### config.mk
export PLATFORM = sky130hd
export DESIGN_NAME = collision_scheduler
export DESIGN_NICKNAME = d
export VERILOG_FILES = /design/src/rtl/collision_scheduler.sv
export SDC_FILE = /design/constraint.sdc
export NUM_CORES = 2
export LEC_CHECK = 0
export ABC_AREA = 1
export BUFFER_PORTS_ARGS = -buffer_cell sky130_fd_sc_hd__buf_2
export CORE_AREA = 2 2 267 269
export DETAILED_ROUTE_END_ITERATION = 10
export DIE_AREA = 0 0 269 271
export HOLD_SLACK_MARGIN = 0.02
export PLACE_DENSITY_LB_ADDON = 0.05
export SLEW_MARGIN = 20
export SYNTH_ARGS = -nofsm -noshare
export SYNTH_HDL_FRONTEND = slang
export SYNTH_SLANG_ARGS = --single-unit
### constraint.sdc
create_clock -name i_Clk -period 7.9 [get_ports i_Clk]
set_input_delay 1.58 -clock i_Clk [delete_from_list [all_inputs] [get_ports i_Clk]]
set_output_delay 1.58 -clock i_Clk [all_outputs]
set_load 0.03 [all_outputs]
### src/rtl/collision_scheduler.sv
// Time-multiplexed collision engine: latches all object boxes on a frame start
// and scans every bullet/target pair through one shared overlap comparator.
module collision_scheduler #(
  parameter int unsigned MAX_ENEMY         = 8,
  parameter int unsigned MAX_ENEMY_BULLET  = 16,
  parameter int unsigned MAX_PLAYER_BULLET = 8,
  parameter int unsigned ENEMY_WIDTH       = 32,
  parameter int unsigned ENEMY_HEIGHT      = 32,
  parameter int unsigned BULLET_WIDTH      = 4,
  parameter int unsigned BULLET_HEIGHT     = 8,
  parameter int unsigned PLAYER_WIDTH      = 32,
  parameter int unsigned PLAYER_HEIGHT     = 32,
  parameter int unsigned PLAYER_CENTER_Y   = 440
) (
  input  logic                             i_Clk,
  input  logic                             i_Rst_n,
  input  logic                             i_Start,
  input  logic [MAX_ENEMY-1:0]             i_EnemyState,
  input  logic [MAX_ENEMY_BULLET-1:0]      i_EnemyBulletState,
  input  logic                             i_PlayerState,
  input  logic [MAX_PLAYER_BULLET-1:0]     i_PlayerBulletState,
  input  logic [19*MAX_ENEMY-1:0]          i_EnemyPosition,
  input  logic [19*MAX_ENEMY_BULLET-1:0]   i_EnemyBulletPosition,
  input  logic [19*MAX_PLAYER_BULLET-1:0]  i_PlayerBulletPosition,
  input  logic [9:0]                       i_PlayerPosition,
  output logic                             o_Busy,
  output logic                             o_Done,
  output logic [MAX_ENEMY-1:0]             o_EnemyKill,
  output logic [MAX_ENEMY_BULLET-1:0]      o_EnemyBulletKill,
  output logic [MAX_PLAYER_BULLET-1:0]     o_PlayerBulletKill,
  output logic                             o_PlayerHit
);

  localparam int unsigned POS_W = 19;
  localparam int unsigned PB_IW = (MAX_PLAYER_BULLET > 1) ? $clog2(MAX_PLAYER_BULLET) : 1;
  localparam int unsigned EN_IW = (MAX_ENEMY > 1) ? $clog2(MAX_ENEMY) : 1;
  localparam int unsigned EB_IW = (MAX_ENEMY_BULLET > 1) ? $clog2(MAX_ENEMY_BULLET) : 1;
  localparam int unsigned IN_IW = (EN_IW > EB_IW) ? EN_IW : EB_IW;

  localparam logic [10:0] EN_W = 11'(ENEMY_WIDTH);
  localparam logic [9:0]  EN_H = 10'(ENEMY_HEIGHT);
  localparam logic [10:0] BU_W = 11'(BULLET_WIDTH);
  localparam logic [9:0]  BU_H = 10'(BULLET_HEIGHT);
  localparam logic [10:0] PL_W = 11'(PLAYER_WIDTH);
  localparam logic [9:0]  PL_H = 10'(PLAYER_HEIGHT);
  localparam logic [8:0]  PL_Y = 9'(PLAYER_CENTER_Y);

  localparam logic [PB_IW-1:0] PB_LAST = PB_IW'(MAX_PLAYER_BULLET - 1);
  localparam logic [IN_IW-1:0] EN_LAST = IN_IW'(MAX_ENEMY - 1);
  localparam logic [IN_IW-1:0] EB_LAST = IN_IW'(MAX_ENEMY_BULLET - 1);

  typedef struct packed {
    logic [9:0] x;
    logic [8:0] y;
  } pos_t;

  typedef enum logic [2:0] {IDLE, PB_EN, PB_EB, EB_PL, DONE} state_t;

  state_t            state, nextState;
  logic [PB_IW-1:0]  outerCnt, nextOuter;
  logic [IN_IW-1:0]  innerCnt, nextInner;
  logic              latchInputs;

  pos_t                         enemyPos  [MAX_ENEMY];
  pos_t                         ebPos     [MAX_ENEMY_BULLET];
  pos_t                         pbPos     [MAX_PLAYER_BULLET];
  logic [MAX_ENEMY-1:0]         enemyAct;
  logic [MAX_ENEMY_BULLET-1:0]  ebAct;
  logic [MAX_PLAYER_BULLET-1:0] pbAct;
  logic                         playerAct;
  logic [9:0]                   playerX;

  logic [PB_IW-1:0] pbIdx;
  logic [EN_IW-1:0] enIdx;
  logic [EB_IW-1:0] ebIdx;

  pos_t        aPos, bPos;
  logic [10:0] aW, bW;
  logic [9:0]  aH, bH;
  logic        pairValid;
  logic        pairHit;

  assign pbIdx = outerCnt;
  assign enIdx = innerCnt[EN_IW-1:0];
  assign ebIdx = innerCnt[EB_IW-1:0];

  // State and scan counters
  always_ff @(posedge i_Clk or negedge i_Rst_n) begin
    if (!i_Rst_n) begin
      state    <= IDLE;
      outerCnt <= '0;
      innerCnt <= '0;
      o_Busy   <= 1'b0;
      o_Done   <= 1'b0;
    end else begin
      state    <= nextState;
      outerCnt <= nextOuter;
      innerCnt <= nextInner;
      o_Busy   <= (nextState != IDLE);
      o_Done   <= (state == DONE);
    end
  end

  // Phase sequencing: outer index over player bullets, inner over targets
  always_comb begin
    nextState   = state;
    nextOuter   = outerCnt;
    nextInner   = innerCnt;
    latchInputs = 1'b0;
    case (state)
      IDLE: begin
        if (i_Start) begin
          nextState   = PB_EN;
          nextOuter   = '0;
          nextInner   = '0;
          latchInputs = 1'b1;
        end
      end
      PB_EN: begin
        if (innerCnt == EN_LAST) begin
          nextInner = '0;
          if (outerCnt == PB_LAST) begin
            nextOuter = '0;
            nextState = PB_EB;
          end else begin
            nextOuter = outerCnt + PB_IW'(1);
          end
        end else begin
          nextInner = innerCnt + IN_IW'(1);
        end
      end
      PB_EB: begin
        if (innerCnt == EB_LAST) begin
          nextInner = '0;
          if (outerCnt == PB_LAST) begin
            nextOuter = '0;
            nextState = EB_PL;
          end else begin
            nextOuter = outerCnt + PB_IW'(1);
          end
        end else begin
          nextInner = innerCnt + IN_IW'(1);
        end
      end
      EB_PL: begin
        if (innerCnt == EB_LAST) begin
          nextInner = '0;
          nextState = DONE;
        end else begin
          nextInner = innerCnt + IN_IW'(1);
        end
      end
      DONE:    nextState = IDLE;
      default: nextState = IDLE;
    endcase
  end

  // Select the box pair for the current scan slot
  always_comb begin
    aPos      = '0;
    bPos      = '0;
    aW        = '0;
    aH        = '0;
    bW        = '0;
    bH        = '0;
    pairValid = 1'b0;
    case (state)
      PB_EN: begin
        aPos      = pbPos[pbIdx];
        aW        = BU_W;
        aH        = BU_H;
        bPos      = enemyPos[enIdx];
        bW        = EN_W;
        bH        = EN_H;
        pairValid = pbAct[pbIdx] & enemyAct[enIdx];
      end
      PB_EB: begin
        aPos      = pbPos[pbIdx];
        aW        = BU_W;
        aH        = BU_H;
        bPos      = ebPos[ebIdx];
        bW        = BU_W;
        bH        = BU_H;
        pairValid = pbAct[pbIdx] & ebAct[ebIdx];
      end
      EB_PL: begin
        aPos      = ebPos[ebIdx];
        aW        = BU_W;
        aH        = BU_H;
        bPos.x    = playerX;
        bPos.y    = PL_Y;
        bW        = PL_W;
        bH        = PL_H;
        pairValid = ebAct[ebIdx] & playerAct;
      end
      default: pairValid = 1'b0;
    endcase
  end

  // Shared overlap comparator; widened sums keep the screen edge from wrapping
  always_comb begin
    pairHit = (11'(aPos.x) < (11'(bPos.x) + bW)) &
              (11'(bPos.x) < (11'(aPos.x) + aW)) &
              (10'(aPos.y) < (10'(bPos.y) + bH)) &
              (10'(bPos.y) < (10'(aPos.y) + aH));
  end

  // Frame snapshot of object state
  always_ff @(posedge i_Clk or negedge i_Rst_n) begin
    if (!i_Rst_n) begin
      enemyAct  <= '0;
      ebAct     <= '0;
      pbAct     <= '0;
      playerAct <= 1'b0;
      playerX   <= '0;
      for (int i = 0; i < MAX_ENEMY; i++)         enemyPos[i] <= '0;
      for (int i = 0; i < MAX_ENEMY_BULLET; i++)  ebPos[i]    <= '0;
      for (int i = 0; i < MAX_PLAYER_BULLET; i++) pbPos[i]    <= '0;
    end else if (latchInputs) begin
      enemyAct  <= i_EnemyState;
      ebAct     <= i_EnemyBulletState;
      pbAct     <= i_PlayerBulletState;
      playerAct <= i_PlayerState;
      playerX   <= i_PlayerPosition;
      for (int i = 0; i < MAX_ENEMY; i++)
        enemyPos[i] <= i_EnemyPosition[POS_W*i +: POS_W];
      for (int i = 0; i < MAX_ENEMY_BULLET; i++)
        ebPos[i] <= i_EnemyBulletPosition[POS_W*i +: POS_W];
      for (int i = 0; i < MAX_PLAYER_BULLET; i++)
        pbPos[i] <= i_PlayerBulletPosition[POS_W*i +: POS_W];
    end
  end

  // Sticky kill masks, cleared when a new frame is accepted
  always_ff @(posedge i_Clk or negedge i_Rst_n) begin
    if (!i_Rst_n) begin
      o_EnemyKill        <= '0;
      o_EnemyBulletKill  <= '0;
      o_PlayerBulletKill <= '0;
      o_PlayerHit        <= 1'b0;
    end else if (latchInputs) begin
      o_EnemyKill        <= '0;
      o_EnemyBulletKill  <= '0;
      o_PlayerBulletKill <= '0;
      o_PlayerHit        <= 1'b0;
    end else if (pairValid && pairHit) begin
      case (state)
        PB_EN: begin
          o_PlayerBulletKill[pbIdx] <= 1'b1;
          o_EnemyKill[enIdx]        <= 1'b1;
        end
        PB_EB: begin
          o_PlayerBulletKill[pbIdx] <= 1'b1;
          o_EnemyBulletKill[ebIdx]  <= 1'b1;
        end
        EB_PL: begin
          o_EnemyBulletKill[ebIdx] <= 1'b1;
          o_PlayerHit              <= 1'b1;
        end
        default: ;
      endcase
    end
  end

endmodule
# Word level (Yosys, flattened, before mapping)
# Cells that the tools add are included.
[classes]
eq_ne = 10
n_lt_le_gt_ge = 13
multipliers = 0
n_mux = 58
reduce_logical = 23
n_bitwise = 12
add_sub_neg = 6
n_div = 0
shifts = 0
[ops]
columns = ["op", "count"]
rows = [
  ["$bmux 19 s3", 2],
  ["$mux 19", 6],
  ["$bmux 19 s4", 1],
  ["$pmux 19 s3", 1],
  ["$mux 16", 3],
  ["$mux 8", 6],
  ["$pmux 19 s2", 1],
  ["$mux 3", 11],
  ["$pmux 6 s2", 2],
  ["$add 10x11->11", 2],
  ["$lt 10x11->1", 2],
  ["$add 9x10->10", 2],
  ["$lt 9x10->1", 2],
  ["$mux 4", 4],
  ["$or 16x16->16", 1],
  ["$or 8x8->8", 2],
  ["$pmux 3 s4", 1],
  ["$pmux 4 s3", 1],
  ["$mux 1", 11],
  ["$reduce_and 2->1", 5],
  ["$reduce_bool 2->1", 5],
  ["$pmux 3 s3", 1],
  ["$reduce_bool 3->1", 3],
  ["$ge 4x4->1 const B", 2],
  ["other kinds (26)", 45],
]
[word_totals]
input_bits = 654
mem_count = 0
latchBits = 0
regBits = 696
output_inout_bits = 35
ramBits = 0
word_cells = 200
rom_bits = 0

# Depth between registers and ports, before layout
[depth]
ltp_word = 13
mapped_depth = 33
ltp_nobuf = 29

# Worst setup path after synthesis
# No wires, ideal clock.
[synth_timing]
kind = "register -> register"
from = "register innerCnt[1], in the netlist ebIdx[1]"
to = "register o_EnemyBulletKill[10]"
t_required_ns = 7.782
synth_period_minus_slack_ns = 4.360
slack_ns = 3.540
setup_ns = 0.118
path_stages_with_launch = 30
arrival_time_ns = 4.242
path_buffers = 5
path_cell_list = "dfrtp_1 buf_6 nand2_4 nor2_4 buf_2 buf_1 clkbuf_1 a22oi_1 nand4_1 o31ai_1 o211ai_1 ha_1 ha_1 nand3_1 nand2_1 nand3_1 xor2_1 ha_1 a21o_1 nand3_1 nand2_1 nor2_1 nand2_1 nor2_2 nand2_1 nand2_4 nand2_4 buf_6 nand2_1 nand2_1"
[synth_between]
elab_chain_cells = 13
elab_cells_between_ends = 41
classes_between = "add/sub (4); order compare (6); mux (18); bitwise (9); reduce/logical (4)"
[synth_lines]
columns = ["item", "line", "source"]
rows = [
  ["start, declared", "61", "logic [IN_IW-1:0] innerCnt, nextInner;"],
  ["start signal, assigned", "98", "innerCnt <= nextInner;"],
  ["$not 4->5 (not written as such) / $not 3->4 (equally long branches)", "181, 187, 172", ""],
  ["$bmux 19 s4 / $bmux 19 s3 (equally long branches)", "181, 187, 172", ""],
  ["$mux 19 (on tied branches) (2 in a row)", "181, 187, 172", ""],
  ["$pmux 19 s3 / $pmux 19 s2 (equally long branches)", "167", "case (state)"],
  ["$add 10x11->11 (on tied branches)", "202, 203", ""],
  ["$lt 10x11->1 (on tied branches)", "202, 203", ""],
  ["$and 1x1->1", "202", "pairHit = (11'(aPos.x) < (11'(bPos.x) + bW)) &"],
  ["$and 1x1->1", "203", "(11'(bPos.x) < (11'(aPos.x) + aW)) &"],
  ["$and 1x1->1", "204", "(10'(aPos.y) < (10'(bPos.y) + bH)) &"],
  ["$logic_and 1x1->1", "246", "end else if (pairValid && pairHit) begin"],
  ["$reduce_bool 2->1 (no source line)", "n/a", ""],
  ["$reduce_and 2->1 (no source line)", "n/a", ""],
  ["end signal, assigned", "243", "o_EnemyBulletKill <= '0;"],
  ["end signal, assigned by index", "254", "o_EnemyBulletKill[ebIdx] <= 1'b1;"],
  ["end signal, assigned by index", "257", "o_EnemyBulletKill[ebIdx] <= 1'b1;"],
  ["end, declared", "29", "output logic [MAX_ENEMY_BULLET-1:0] o_EnemyBulletKill,"],
]
# Several ways; a longest one is shown, not always the timed one. The select of a mux whose other input is x is not followed.
# A chain may end at the register's enable or synchronous reset.

# Final worst setup path
[layout_timing]
from = "register innerCnt[2], in the netlist ebIdx[2]"
to = "register o_EnemyBulletKill[2]"
# The elaborated chain is that of the path after synthesis.

==> results.sh <==
export IMPL_status="finished, final reports clean"
export IMPL_cts_root_buf="clkbuf_16"
export IMPL_peakVddDrop_v=0.000203
export IMPL_cts_max_level=3
export IMPL_drc=0
export IMPL_cp_slowest_cell="dfrtp_2"
export IMPL_fmax_ghz=0.156
export IMPL_initial_core_util=0.485
export IMPL_coreArea_um2=69800
export IMPL_grt_usage=0.345
export IMPL_async_flop_share=1.00
export IMPL_avgSynthCellArea_um2=7.48
export IMPL_rsz0062_at_grt="no"
export IMPL_area_delta_synth_final_pct=19.1
export IMPL_seq_area_frac_synth=0.515
export IMPL_internal_power_mw=5.81
export IMPL_stdcell_area_um2=40300
export IMPL_power_switching_mw=1.65
export IMPL_criticalPathCategory="reg -> reg"
export IMPL_whs_ns=0.477
export IMPL_hold_buffers=0
export IMPL_finalSetupViolations=0
export IMPL_cp_arrival_ns=6.90
export IMPL_cts_resized=0
export IMPL_synth_warnings=0
export IMPL_finalWorstSetupSlack_ns=1.50
export IMPL_cp_start_kind="register"
export IMPL_max_cap_violations=0
export IMPL_p_leak_nw=23.3
export IMPL_clock_sinks=696
export IMPL_vias=32100
export IMPL_crit_required_ns=8.40
export IMPL_hold_viol=0
export IMPL_tns_ns=0
export IMPL_die_y_um=271
export IMPL_switching_share=0.221
export IMPL_worst_slew_pin_slew_ns=1.14
export IMPL_clk_latency_ns=0.62
export IMPL_syn_area_um2=33800
export IMPL_utilization=0.577
export IMPL_synth_edf_count=0
export IMPL_fill_cells=6787
export IMPL_placedInstanceArea_um2=37700
export IMPL_rows=97
export IMPL_worstPathMaxFanout=35
export IMPL_cts_tree="done"
export IMPL_via_per_inst=5.26
export IMPL_seqPwrFrac=0.478
export IMPL_drive_gt1_frac=0.174
export IMPL_gp_congestion=0.940
export IMPL_relSlewSlack=0.241
export IMPL_boundaryPins=689
export IMPL_cts_buffers=76
export IMPL_fin_crit_ns=6.40
export IMPL_finalCritPeriodShare=0.810
export IMPL_cp_end_kind="register"
export IMPL_fin_nets=5785
export IMPL_clkSlewWorstSetupHoldPaths_ns=0.06
export IMPL_wl_per_cell_um=20.9
export IMPL_cts_buffer_depth=3
export IMPL_drtAntennaViolNets=0
export IMPL_grt_max_degree=225
export IMPL_cp_common_cell="nand2_1"
export IMPL_critPathMaxStageDelay_ns=0.98
export IMPL_drt_iter0_drc=3768
export IMPL_p_comb_frac=0.037
export IMPL_synth_seq_cells=696
export IMPL_cts_setup_buffers=0
export IMPL_port_buffers=688
export IMPL_place_ws_ns=1.68
export IMPL_synthCells=4523
export IMPL_dieArea_um2=72900
export IMPL_fin_skew_ns=0.0196
export IMPL_overflow=0
export IMPL_synthFlopType="dfrtp_1"
export IMPL_powerDensity_nw_per_um2=185
export IMPL_syn_num_nets=5227
export IMPL_grt_pass1_wl_mm=188
export IMPL_drv_slew=0
export IMPL_first_pass_iters=8
export IMPL_synth_distinct_cells=47
export IMPL_antenna_found_initial=22
export IMPL_dp_hpwl_mm=91.4
export IMPL_hold_class="reg -> reg"
export IMPL_grt_pass1_vias=30800
export IMPL_p_clk_frac=0.485
export IMPL_wl_mm=127
export IMPL_die_w_um=269
-- per-layer routing --
| metal | part of all wire | up-vias | track usage |
|---|---|---|---|
| met3 | 0.064 | 219 | 0.0410 |
| met5 | 0 | - | 0 |
| met4 | 0.038 | 0 | 0.144 |
| met1 | 0.43 | 15300 | 0.483 |
| li1 | - | 15200 | - |
| met2 | 0.47 | 1355 | 0.542 |
-- worst paths after layout --
| check | from | end | slack (ns) | cells after the start |
|---|---|---|---|---|
| worst max-delay path | ebIdx[2] | o_EnemyBulletKill[2] | 1.50 | 25 |
| worst max register to register | ebIdx[2] | o_EnemyBulletKill[2] | 1.50 | 25 |
| min in group asynchronous | i_Rst_n | ebPos[253] | 1.03 | 1 |
| worst min-delay path | pbPos[84] | pbPos[84] | 0.48 | 2 |
| max in group asynchronous | i_Rst_n | pbPos[79] | 5.51 | 2 |
| worst min register to register | pbPos[84] | pbPos[84] | 0.48 | 2 |
-- cells by family (layout without fill, tap and decap cells) --
group           count (synthesis)  after routing  synth area share
compound gates                349            349            0.0625
simple gates                 2963           2963             0.345
buf+inv                       446           1057            0.0548
xor+xnor                       19             19           0.00492
flops                         696            696             0.515
fa+ha+maj                      50             50            0.0185
other cells                     0             19                 0
-- cells in the mapped netlist, types with 3 or more instances --
| master | count | share of area |
|---|---|---|
| nand2_1 | 2604 | 0.29 |
| dfrtp_1 | 696 | 0.51 |
| inv_1 | 190 | 0.021 |
| o21ai_0 | 168 | 0.025 |
| clkbuf_1 | 156 | 0.017 |
| nand3_1 | 147 | 0.022 |
| nor2_1 | 117 | 0.013 |
| ha_1 | 50 | 0.018 |
| a21oi_1 | 48 | 0.0071 |
| nand4_1 | 45 | 0.0083 |
| buf_2 | 40 | 0.0059 |
| a22oi_1 | 38 | 0.0084 |
| a221oi_1 | 27 | 0.0070 |
| buf_1 | 23 | 0.0026 |
| o22ai_1 | 21 | 0.0039 |
| nand2_2 | 14 | 0.0026 |
| a22o_1 | 12 | 0.0031 |
| buf_4 | 11 | 0.0024 |
| buf_6 | 11 | 0.0037 |
| xor2_1 | 11 | 0.0028 |
| inv_2 | 9 | 0.0010 |
| xnor2_1 | 8 | 0.0021 |
| nor3_1 | 6 | 0.00089 |
| a211oi_1 | 5 | 0.0011 |
| nand3_2 | 5 | 0.0015 |
| nand3b_1 | 5 | 0.0011 |
| nor2_2 | 5 | 0.00092 |
| nor2_4 | 5 | 0.0017 |
| o211ai_1 | 5 | 0.0011 |
| a21boi_0 | 4 | 0.00089 |
| a21o_1 | 4 | 0.00089 |
| a41oi_1 | 4 | 0.0010 |
| clkinv_1 | 4 | 0.00044 |
| nand2_4 | 3 | 0.0010 |
| nor2_8 | 3 | 0.0018 |
| or2_2 | 3 | 0.00055 |
-- layout make-up --
type,count,area (um2),share of cell area
Sequential cell,696,17400,0.433
Multi-Input combinational cell,3381,14600,0.362
Timing Repair Buffer,721,3800,0.0944
Clock buffer,109,2200,0.0545
Tap cell,940,1180,0.0292
Inverter,205,785,0.0195
Clock inverter,22,273,0.00677
Antenna cell,19,47.5,0.00118
-- power groups by stage --
stage / sequential, mW / clock (mW) / combinational (mW)
after floorplan: 3.63 / 0 / 0.00000767
after global placement: 3.63 / 0 / 0.276
after detailed placement: 3.63 / 0 / 0.274
after CTS: 3.56 / 3.66 / 0.276
after global routing: 3.56 / 3.78 / 0.298
final: 3.56 / 3.62 / 0.274
-- sequential cells by signal, summed over array words and instances (netlist names) --
signal and flops:
o_Done 1, o_EnemyKill 8, o_PlayerHit 1, playerAct 1, o_Busy 1, pbAct 8, enemyAct 8, enemyPos 152
outerCnt 3, state 3, ebPos 304, ebAct 16, o_PlayerBulletKill 8, playerX 10, pbPos 152, o_EnemyBulletKill 16
ebIdx 4
-- cells in the final DEF, fill, tap and decap left out, drive strengths merged --
cell type and instances:
a21boi 5, nor2 130, o31ai 2, a31o 1, or2 3, clkinvlp 2, bufinv 6, o21ai 170
a221o 1, dfrtp 696, clkinv 16, diode 19, clkbuf 109, a22oi 38, a21o 4, nand2 2622
o22ai 21, a2111oi 2, o311ai 1, a41oi 4, o211ai 5, xnor2 8, a21oi 48, ha 50
buf 721, a211oi 5, nand3 152, nand3b 5, a221oi 27, nor3 6, a22o 12, nand4 45
inv 203, a41o 1, o2111ai 2, xor2 11
-- per-stage QoR --
step                      total power [mW]  instances
after CTS                             7.50       6073
after global routing                  7.64       6093
after global placement                3.91       5942
final                                 7.46       6093
after detailed placement              3.90       5942
after floorplan                       3.63       4523
-- worst max-delay path, delay by kind of cell (launching register included) --
family                     cells  cell delay (ns)
AOI/OAI and AO/OA              3             1.28
xor gates and xnor gates       1             0.16
adders and majority gates      3             0.74
and+or+nand+nor               16             2.54
buffers and inverters          2             0.51
DFF                            1             0.98
Note: power is estimated with default switching activity, not from simulation.
